**src/rtl/operator_pkg.sv**
```systemverilog
// Shared definitions for the operator controller and the display block:
// operator codes, FSM state encoding and the default operand width.
package operator_pkg;

    localparam int W_DEFAULT = 5;

    typedef logic [2:0] op_t;

    localparam op_t OP_ADD  = 3'd0;
    localparam op_t OP_SUB  = 3'd1;
    localparam op_t OP_AND  = 3'd2;
    localparam op_t OP_OR   = 3'd3;
    localparam op_t OP_MUL  = 3'd4;
    localparam op_t OP_LAST = 3'd4;

    typedef enum logic [1:0] {
        ST_IDLE = 2'd0,
        ST_CALC = 2'd1,
        ST_DONE = 2'd2
    } state_t;

    // Operator stepping wraps after the last code so choose never leaves 0..4.
    function automatic op_t next_op(input op_t op);
        return (op == OP_LAST) ? OP_ADD : op + 3'd1;
    endfunction

endpackage

```
**src/rtl/btn_debounce.sv**
```systemverilog
// Push-button conditioner: 2-FF synchronizer, stability counter and a
// one-cycle pulse on each accepted press (releases are accepted silently).
module btn_debounce #(
    parameter int DB_CYCLES = 1000000
) (
    input  logic clk,
    input  logic rst,
    input  logic btn_raw,
    output logic pulse
);

    localparam int CW = (DB_CYCLES > 1) ? $clog2(DB_CYCLES) : 1;
    localparam logic [CW-1:0] CNT_LAST = CW'(DB_CYCLES - 1);
    localparam logic [CW-1:0] CNT_ONE  = CW'(1);

    logic          sync1_q, sync1_d;
    logic          sync2_q, sync2_d;
    logic          level_q, level_d;
    logic          pulse_q, pulse_d;
    logic [CW-1:0] cnt_q, cnt_d;

    // Any cycle where the synced level agrees with the accepted one restarts the count.
    always_comb begin
        sync1_d = btn_raw;
        sync2_d = sync1_q;
        level_d = level_q;
        pulse_d = 1'b0;
        cnt_d   = '0;
        if (sync2_q != level_q) begin
            if (cnt_q == CNT_LAST) begin
                level_d = sync2_q;
                pulse_d = sync2_q;
            end else begin
                cnt_d = cnt_q + CNT_ONE;
            end
        end
    end

    always_ff @(posedge clk) begin
        if (rst) begin
            sync1_q <= 1'b0;
            sync2_q <= 1'b0;
            level_q <= 1'b0;
            pulse_q <= 1'b0;
            cnt_q   <= '0;
        end else begin
            sync1_q <= sync1_d;
            sync2_q <= sync2_d;
            level_q <= level_d;
            pulse_q <= pulse_d;
            cnt_q   <= cnt_d;
        end
    end

    assign pulse = pulse_q;

endmodule

```
**src/rtl/operator_ctrl.sv**
```systemverilog
// Control/datapath stage feeding the operator display: debounced operator
// stepping, operand latching and a single-cycle ALU plus shift-add multiplier.
module operator_ctrl
    import operator_pkg::*;
#(
    parameter int DB_CYCLES = 1000000,
    parameter int W         = W_DEFAULT
) (
    input  logic         clk,
    input  logic         rst,
    input  logic         btn_op,
    input  logic         btn_go,
    input  logic [W-1:0] sw_a,
    input  logic [W-1:0] sw_b,
    output logic [2:0]   choose,
    output logic         EN,
    output logic [W-1:0] f,
    output logic [W-1:0] result,
    output logic         busy
);

    localparam int CW = (W > 1) ? $clog2(W) : 1;
    localparam logic [CW-1:0] MUL_LAST = CW'(W - 1);
    localparam logic [CW-1:0] CNT_ONE  = CW'(1);

    logic op_p;
    logic go_p;

    btn_debounce #(.DB_CYCLES(DB_CYCLES)) u_db_op (
        .clk     (clk),
        .rst     (rst),
        .btn_raw (btn_op),
        .pulse   (op_p)
    );

    btn_debounce #(.DB_CYCLES(DB_CYCLES)) u_db_go (
        .clk     (clk),
        .rst     (rst),
        .btn_raw (btn_go),
        .pulse   (go_p)
    );

    state_t          state_q, state_d;
    op_t             choose_q, choose_d;
    logic            en_q, en_d;
    logic            busy_q, busy_d;
    logic [W-1:0]    a_s1_q, a_s1_d, a_s2_q, a_s2_d;
    logic [W-1:0]    b_s1_q, b_s1_d, b_s2_q, b_s2_d;
    logic [W-1:0]    opa_q, opa_d;
    logic [W-1:0]    opb_q, opb_d;
    logic [W-1:0]    acc_q, acc_d;
    logic [W-1:0]    result_q, result_d;
    logic [CW-1:0]   cnt_q, cnt_d;
    logic [W-1:0]    mul_sum;

    // The multiplier consumes opa/opb in place: opa shifts left, opb shifts right.
    always_comb begin
        a_s1_d   = sw_a;
        a_s2_d   = a_s1_q;
        b_s1_d   = sw_b;
        b_s2_d   = b_s1_q;
        state_d  = state_q;
        choose_d = choose_q;
        opa_d    = opa_q;
        opb_d    = opb_q;
        acc_d    = acc_q;
        cnt_d    = cnt_q;
        result_d = result_q;
        mul_sum  = acc_q + (opb_q[0] ? opa_q : '0);

        case (state_q)
            ST_IDLE, ST_DONE: begin
                if (go_p) begin
                    opa_d   = a_s2_q;
                    opb_d   = b_s2_q;
                    acc_d   = '0;
                    cnt_d   = '0;
                    state_d = ST_CALC;
                end else if (op_p) begin
                    choose_d = next_op(choose_q);
                    state_d  = ST_IDLE;
                end
            end
            ST_CALC: begin
                case (choose_q)
                    OP_ADD: begin
                        result_d = opa_q + opb_q;
                        state_d  = ST_DONE;
                    end
                    OP_SUB: begin
                        result_d = opa_q - opb_q;
                        state_d  = ST_DONE;
                    end
                    OP_AND: begin
                        result_d = opa_q & opb_q;
                        state_d  = ST_DONE;
                    end
                    OP_OR: begin
                        result_d = opa_q | opb_q;
                        state_d  = ST_DONE;
                    end
                    OP_MUL: begin
                        acc_d = mul_sum;
                        opa_d = opa_q << 1;
                        opb_d = opb_q >> 1;
                        cnt_d = cnt_q + CNT_ONE;
                        if (cnt_q == MUL_LAST) begin
                            result_d = mul_sum;
                            state_d  = ST_DONE;
                        end
                    end
                    default: state_d = ST_DONE;
                endcase
            end
            default: state_d = ST_IDLE;
        endcase

        en_d   = (state_d == ST_DONE);
        busy_d = (state_d == ST_CALC);
    end

    always_ff @(posedge clk) begin
        if (rst) begin
            state_q  <= ST_IDLE;
            choose_q <= OP_ADD;
            en_q     <= 1'b0;
            busy_q   <= 1'b0;
            a_s1_q   <= '0;
            a_s2_q   <= '0;
            b_s1_q   <= '0;
            b_s2_q   <= '0;
            opa_q    <= '0;
            opb_q    <= '0;
            acc_q    <= '0;
            cnt_q    <= '0;
            result_q <= '0;
        end else begin
            state_q  <= state_d;
            choose_q <= choose_d;
            en_q     <= en_d;
            busy_q   <= busy_d;
            a_s1_q   <= a_s1_d;
            a_s2_q   <= a_s2_d;
            b_s1_q   <= b_s1_d;
            b_s2_q   <= b_s2_d;
            opa_q    <= opa_d;
            opb_q    <= opb_d;
            acc_q    <= acc_d;
            cnt_q    <= cnt_d;
            result_q <= result_d;
        end
    end

    assign choose = choose_q;
    assign EN     = en_q;
    assign f      = a_s2_q;
    assign result = result_q;
    assign busy   = busy_q;

endmodule

```
**config.mk**
```make
export PLATFORM = sky130hd
export DESIGN_NAME = operator_ctrl
export DESIGN_NICKNAME = d
export VERILOG_FILES = /design/src/rtl/operator_pkg.sv /design/src/rtl/btn_debounce.sv /design/src/rtl/operator_ctrl.sv
export SDC_FILE = /design/constraint.sdc
export NUM_CORES = 1
export LEC_CHECK = 0
export CAP_MARGIN = 20
export CORE_AREA = 2 2 89 91
export CTS_CLUSTER_DIAMETER = 30
export DETAILED_ROUTE_END_ITERATION = 8
export DIE_AREA = 0 0 91 93
export HOLD_SLACK_MARGIN = 0.02
export PLACE_DENSITY_LB_ADDON = 0.08
export SLEW_MARGIN = 10
export SYNTH_ARGS = -nofsm -noshare
export SYNTH_HDL_FRONTEND = slang
export SYNTH_SLANG_ARGS = --single-unit
```
**constraint.sdc**
```tcl
create_clock -name clk -period 6.6 [get_ports clk]
set_input_delay 1.65 -clock clk [delete_from_list [all_inputs] [get_ports clk]]
set_output_delay 1.65 -clock clk [all_outputs]
set_load 0.05 [all_outputs]
```
== Word-level counts from Yosys, hierarchy flattened ==
Cells that the tools add are included.
Storage, ports and cells
  bits in registers: 98
  bits of input ports: 14
  output and inout port bits: 15
  word-level logic and storage cells: 88
Operators by class
  $add $sub $neg: 7
  equality and inequality tests: 16
  muxes and demuxes: 21
  bitwise operators: 7
  reduce and logical (&&, ||, !) cells: 14
Operators by type and width (number)
  $add 20x1->20 const B: 2
  $eq 20x20->1 const B: 2
  $mux 5: 8
  $pmux 5 s2: 3
  $pmux 5 s5: 1
  $reduce_or 3->1: 4
  $add 5x5->5: 2
  $mux 3: 3
  $reduce_and 3->1: 3
  $mux 2: 4
  $add 3x1->3 const B: 2
  $eq 3x2->1 const B: 2
  $eq 3x3->1 const B: 2
  $pmux 3 s2: 1
  $and 5x5->5: 1
  $not 1->1: 5
  $or 5x5->5: 1
  $reduce_bool 5->1: 1
  $sub 5x5->5: 1
  $eq 2x1->1 const B: 2
  $eq 2x2->1 const B: 2
  $ne 2x1->1 const B: 2
  $pmux 2 s2: 1
  $reduce_and 2->1: 2
  other kinds (7): 8

== Longest topological paths before layout ==
Gate-level depths: netlist of run 1.
  depth after elaboration: 5
  gate-level depth with buffers: 11
  mapped depth without buffers: 11

== By module ==
Synthesis of run 1 repeated with hierarchy kept, for this count alone.
Unflattened totals
  cells, all modules: 502
  area total of the unflattened synthesis: 4534.3 um^2
By module, submodules not included
  operator_ctrl: instances 1, cells each 266, area each 2402.3 um^2, seq. area each 1001.0 um^2
  btn_debounce: instances 2, cells each 118, area each 1066.0 um^2, seq. area each 480.5 um^2

== Least setup slack after synthesis of run 1 ==
OpenSTA, ideal clock, no wires.
  path type: register to register
  from: register choose_q[1] (netlist: choose[1])
  to: register result_q[4] (netlist: result[4])
  library setup time: 0.134 ns
  data arrival time: 2.584 ns
  data required time: 6.466 ns
  path slack: 3.881 ns
  cell stages (with the launch flop): 11
  path buffers: 0
  clock period less this slack: 2.719 ns
  cells stage by stage: dfxtp_1 > inv_1 > ha_1 > nor2b_1 > mux2i_1 > fa_1 > a21o_1 > a21oi_1 > xnor3_1 > nand2_1 > a311oi_1
Between the ends
  longest elaborated chain between the ends: 3
  elaborated cells on any way between the ends: 9
  classes of those cells: eq/ne (5); mux (1); reduce/logical (3)
RTL lines
  start, declared: RTL line operator_ctrl.sv:44  | op_t choose_q, choose_d;
  start signal, assigned: RTL line operator_ctrl.sv:139  | choose_q <= choose_d;
  $eq 3x3->1, or another cell as far along: RTL line operator_ctrl.sv:85  | case (choose_q)
  $reduce_bool 5->1 (no line) / $ne 2x1->1 (equally long branches)
  $reduce_and 3->1 (no line)
  end signal, assigned: RTL line operator_ctrl.sv:150  | result_q <= result_d;
  end, declared: RTL line operator_ctrl.sv:52  | logic [W-1:0] result_q, result_d;
Parallel ways exist; a longest one is shown, timed or not.
A chain may end at the register's enable or synchronous reset.

== Worst setup path in the final report of run 1 ==
  from: register choose_q[2] (netlist: choose[2])
  to: output choose[2]
RTL lines
  end, declared: RTL line operator_ctrl.sv:15  | output logic [2:0] choose,
No word-level cell between the ends.

==> flow_summary.toml, run 1 <==
[cells_and_area]
postLayoutCellArea_um2 = 4990
final_common_cell = "dfxtp_1"
drive_gt1_share_pct = 5.87
diodes = 0
areaGrowthSynthToFinish_pct = 13.3
n_fill_cell = 682
final_cell_mix = "dfxtp_1, nor2_1, nand2_1"
nets = 543

[clock_network]
post_cts_buffers = 0
cts_buffer_depth = 2
clkTransAtPathRegs_ns = 0.09
cts_sinks = 98
cts_tree = "done"
clockRootBuffer = "clkbuf_8"
h-tree-depth = 3
cts_buffers = 9
cts_hold_buf = 0
clock_latency_ns = 0.36
cts_resized = 0

[sta]
relSlewSlack_pct = 40.7
fin_skew_ns = 0.0137
rsz0062_at_grt = "no"
tightest_slew_ns = 0.888
fmax_ghz = 0.302
fin_crit_sh_pct = 50.2
min_period_ns = 3.31
finalSetupTns_ns = 0
drv_slew = 0
setup_viol = 0
hold_viol = 0

[floorplan]
core_um2 = 7530
io_pins = 29
die_area_um2 = 8460
die_w_um = 91
die_y_um = 93
start_util_pct = 58.6
placementRows = 32

[setup_path]
critPathRequiredTime_ns = 4.95
critPathCaptureType = "primary output"
crit_cells = 1
cp_num_buf_inv = 1
r2r_slack_ns = 3.84
slowest_delay_ns = 0.85
arrival_ns = 1.66
cp-start-kind = "flip-flop"
worstReg2RegEnd = "result[4]"
reg2reg_depth = 9
worstReg2RegStart = "choose[0]"
crit_chain = "clkdlybuf4s50_1"
path_delay_family = "buffers and inverters"
crit_path_end = "choose[2]"
cp-startpoint = "choose[2]"
crit_slowest_cell = "clkdlybuf4s50_1"
path_max_fanout = 8
criticalPathCategory = "reg -> out"

[grt]
grt_pass1_wl_um = 13800
grt_pass1_vias = 3133
grt_max_degree = 61
grtUsageTotal_pct = 19.9
overflow = 0
antenna_found_initial = 0

[pwr]
switchingPower_uw = 219
leakagePower_nw = 1.81
p_total_mw = 1.12
clock_power_share_pct = 43.9
power_frac_seq_pct = 53.5
p_sw_share_pct = 19.6
ir_worst_vdd_mv = 0.115
comb_power_share_pct = 2.5
p_int_uw = 902
powerDensity_nw_per_um2 = 225

[yosys]
synth_warnings = 0
synth_fp_nets = 518
ys_ff_latch = 98
syn_inst = 482
ys.flop_type = "dfxtp_1"
yosysUniqueCellTypes = 51
netlist_area_um2 = 4410
synth_edf_count = 0
avgSynthCellArea_um2 = 9.15
synthArstFlopShare_pct = 0
seq_area_frac_synth_pct = 44.5

[routing]
via_per_inst = 5.38
drc = 0
ant_nets = 0
drtIter0Drc = 141
vias = 3296
wire_per_inst_um = 13.1
first_pass_iters = 4
drt-total-wl_um = 8010

[placed_design]
placed_area_um2 = 4730
place_congestion = 0.937
place_hpwl_um = 5800
port_buffers = 28

[status]
outcome = "complete, no violations"

[worst_hold_path]
hold_class = "reg -> reg"

[job]
cap_violations = 0
[area by class of cell]
| type | instances | area, µm² | share of cell area, % |
|---|---|---|---|
| Multi-Input combinational cell | 351 | 2290 | 45.9 |
| Sequential cell | 98 | 1960 | 39.3 |
| Timing Repair Buffer | 29 | 283 | 5.66 |
| Clock inverter | 6 | 138 | 2.76 |
| Tap cell | 102 | 128 | 2.56 |
| Clock buffer | 9 | 124 | 2.48 |
| Inverter | 18 | 67.6 | 1.35 |
[sequential cells by signal (all words and copies together) (netlist names), 5 cells and up]
name / count
u_db_go.cnt_q: 20
u_db_op.cnt_q: 20
a_s1_q: 5
acc_q: 5
b_s1_q: 5
b_s2_q: 5
f: 5
opa_q: 5
opb_q: 5
result: 5
[worst min-delay path by stage]
| stage | start | endpoint | depth (start not counted) | slack, ns |
|---|---|---|---|---|
| 4_1_cts | a_s1_q[3] | f[3] | 1 | 0.45 |
| 3_5_place_dp | b_s1_q[0] | b_s2_q[0] | 1 | 0.43 |
| 5_1_grt | b_s1_q[0] | b_s2_q[0] | 1 | 0.46 |
| 2_1_floorplan | b_s1_q[0] | b_s2_q[0] | 1 | 0.41 |
| 3_3_place_gp | a_s1_q[1] | f[1] | 1 | 0.42 |
| 6_report | a_s1_q[4] | f[4] | 1 | 0.44 |
[metal layers]
metal / wire length, µm / part of all wire (%) / GRT usage [%]
met5: 0 / 0 / 0
met4: 184 / 2.3 / 7.70
met3: 222 / 2.8 / 3.95
met2: 3860 / 48 / 33.6
met1: 3740 / 47 / 25.2
[stage by stage]
step / utilization (%) / hold WS [ns] / setup slack (ns) / std cells
final: 66.3 / 0.438 / 3.29 / 613
after global routing: 66.3 / 0.458 / 3.23 / 613
after CTS: 66.3 / 0.447 / 3.27 / 613
after detailed placement: 62.8 / 0.426 / 3.67 / 598
after global placement: 62.8 / 0.416 / 3.69 / 598
after floorplan: - / 0.414 / 3.88 / 482
[power groups by stage]
stage / Combinational, mW / Sequential (mW) / Clock, mW
after floorplan: 0.0127 / 0.618 / 0
after global placement: 0.0281 / 0.614 / 0
after detailed placement: 0.0286 / 0.614 / 0
after CTS: 0.0287 / 0.601 / 0.503
after global routing: 0.0306 / 0.601 / 0.523
final: 0.0283 / 0.600 / 0.493
[cell usage after synthesis (8+ instances only)]
master    number  area share (%)
ha_1          20             5.7
nor2_1        79             6.7
a311oi_1      10             2.0
nand3_1       19             2.2
a21oi_1       18             2.0
nor2b_1       30             4.3
xnor2_1       25             5.0
clkbuf_1       9            0.77
dfxtp_1       98              45
nor3_1         8            0.91
inv_1         18             1.5
nand2_1       42             3.6
xor2_1        21             4.2
[cell families (layout without fill, tap and decap cells)]
| group | count (synthesis) | in the layout | share of synthesized area (%) |
|---|---|---|---|
| AND/OR/NAND/NOR | 227 | 227 | 26.4 |
| flip-flops | 98 | 98 | 44.5 |
| AO/OA/AOI/OAI | 51 | 51 | 8.15 |
| XOR/XNOR | 48 | 48 | 10.2 |
| buffers and inverters | 33 | 62 | 3.52 |
| adder cells (fa/ha/maj) | 22 | 22 | 6.59 |
| multiplexers | 3 | 3 | 0.681 |
Power figures use the tool's default switching activity.
==> run 2, diff against run 1 <==
- CORE_AREA: 2 2 89 91 -> 2 2 90 92
- DIE_AREA: 0 0 91 93 -> 0 0 92 94
- clock period: 6.6 -> 3.1 ns (I/O delays scaled with it)
==> flow_summary.toml, run 2 (synthesis results as in run 1) <==
[sta]
drv_slew = 0
relSlewSlack_pct = 57.6
hold_viol = 0
rsz0062_at_grt = "no"
hold_ws_ns = 0.433
min_period_ns = 2.58
tightest_slew_ns = 0.631
setup_viol = 0
fin_crit_sh_pct = 83.2
fmax_ghz = 0.388
finalSetupTns_ns = 0
fin_skew_ns = 0.0135

[floorplan]
die_y_um = 94
die_area_um2 = 8650
io_pins = 29
placementRows = 32
start_util_pct = 57.9
die_w_um = 92
core_um2 = 7610

[setup_path]
critPathCaptureType = "flip-flop"
r2r_slack_ns = 0.52
path_max_fanout = 6
cp-start-kind = "flip-flop"
critPathRequiredTime_ns = 3.35
arrival_ns = 2.83
criticalPathCategory = "reg -> reg"

[clock_network]
cts_buffer_depth = 2
clkTransAtPathRegs_ns = 0.10
clock_latency_ns = 0.38
cts_resized = 0
clockRootBuffer = "clkbuf_8"
h-tree-depth = 3
cts_tree = "done"
cts_sinks = 98
cts_buffers = 9
post_cts_buffers = 0
cts_hold_buf = 0

[grt]
grt_pass1_wl_um = 13600
antenna_found_initial = 0
grtUsageTotal_pct = 19.8
grt_max_degree = 32
grt_pass1_vias = 3040
overflow = 0

[pwr]
power_frac_seq_pct = 60.3
clock_power_share_pct = 36.9
comb_power_share_pct = 2.8
ir_worst_vdd_mv = 0.261
p_int_mw = 1.60
switchingPower_uw = 515
leakagePower_nw = 1.77
p_sw_share_pct = 24.3
powerDensity_nw_per_um2 = 430
p_total_mw = 2.12

[cells_and_area]
postLayoutCellArea_um2 = 4930
final_cell_mix = "dfxtp_1, nor2_1, nand2_1"
drive_gt1_share_pct = 6.24
final_cells = 615
areaGrowthSynthToFinish_pct = 11.8
nets = 544
top_regs = "u_db_go.cnt_q: 20 flops, u_db_op.cnt_q: 20 flops"
final_common_cell = "dfxtp_1"
diodes = 0

[placed_design]
place_congestion = 0.926
dpl.cell_count = 599
placed_area_um2 = 4740
port_buffers = 28
place_hpwl_um = 5580

[routing]
drt-total-wl_um = 7880
vias = 3220
drc = 0
ant_nets = 0
via_per_inst = 5.24
drtIter0Drc = 146
first_pass_iters = 4
wire_per_inst_um = 12.8

[job]
cap_violations = 0

[worst_hold_path]
hold_class = "reg -> reg"

[status]
outcome = "complete, no violations"
run 2: changes by cell type in the layout (fill, tap and decap cells not counted), sizes merged:
cell / before / now
buf: 2 / 3
inv: 20 / 19
clkinvlp: 0 / 3
bufinv: 4 / 0
clkinv: 0 / 3
run 2: metal layers:
layer	routed length [µm]	vias to the layer above	GRT usage, %	share of wire, %
met5	0	-	0	0
met4	210	0	10.8	2.7
met3	239	16	3.05	3.0
met2	3740	47	33.1	47
met1	3690	1477	24.5	47
li1	-	1680	-	-
run 2: worst paths after layout:
kind	from	to	depth (start not counted)
worst max register to register	choose[0]	result[4]	9
worst min-delay path	b_s2_q[4]	opb_q[4]	2
worst min register to register	b_s2_q[4]	opb_q[4]	2
worst max-delay path	choose[0]	result[4]	9
run 2: power groups by stage:
| stage | combinational, mW | clock (mW) | sequential (mW) |
|---|---|---|---|
| 3_5_place_dp | 0.0602 | 0 | 1.31 |
| 2_1_floorplan | 0.0271 | 0 | 1.32 |
| 4_1_cts | 0.0603 | 0.801 | 1.28 |
| 5_1_grt | 0.0650 | 0.847 | 1.28 |
| 3_3_place_gp | 0.0596 | 0 | 1.31 |
| 6_report | 0.0593 | 0.782 | 1.28 |
run 2: final cells by class:
class	instances	area (µm²)
Fill cell	642	2680
Multi-Input combinational cell	351	2290
Sequential cell	98	1960
Timing Repair Buffer	30	290
Tap cell	102	128
Clock buffer	9	124
Inverter	18	67.6
Clock inverter	7	65.1
run 2: worst max-delay path, cell delays in order, from the launching register on:
cell and delay (ns):
dfxtp_1 0.43, ha_1 0.19, nor2b_1 0.30, mux2i_1 0.19
fa_1 0.47, a21o_1 0.17, a21oi_1 0.14, xnor3_1 0.39
nand2_1 0.08, a311oi_1 0.08
run 2: through the flow:
stage,setup slack (ns),utilization (%)
CTS,0.513,64.8
finish,0.521,64.8
floorplan,0.381,-
global placement,0.620,62.3
detailed placement,0.528,62.3
global route,0.292,64.8
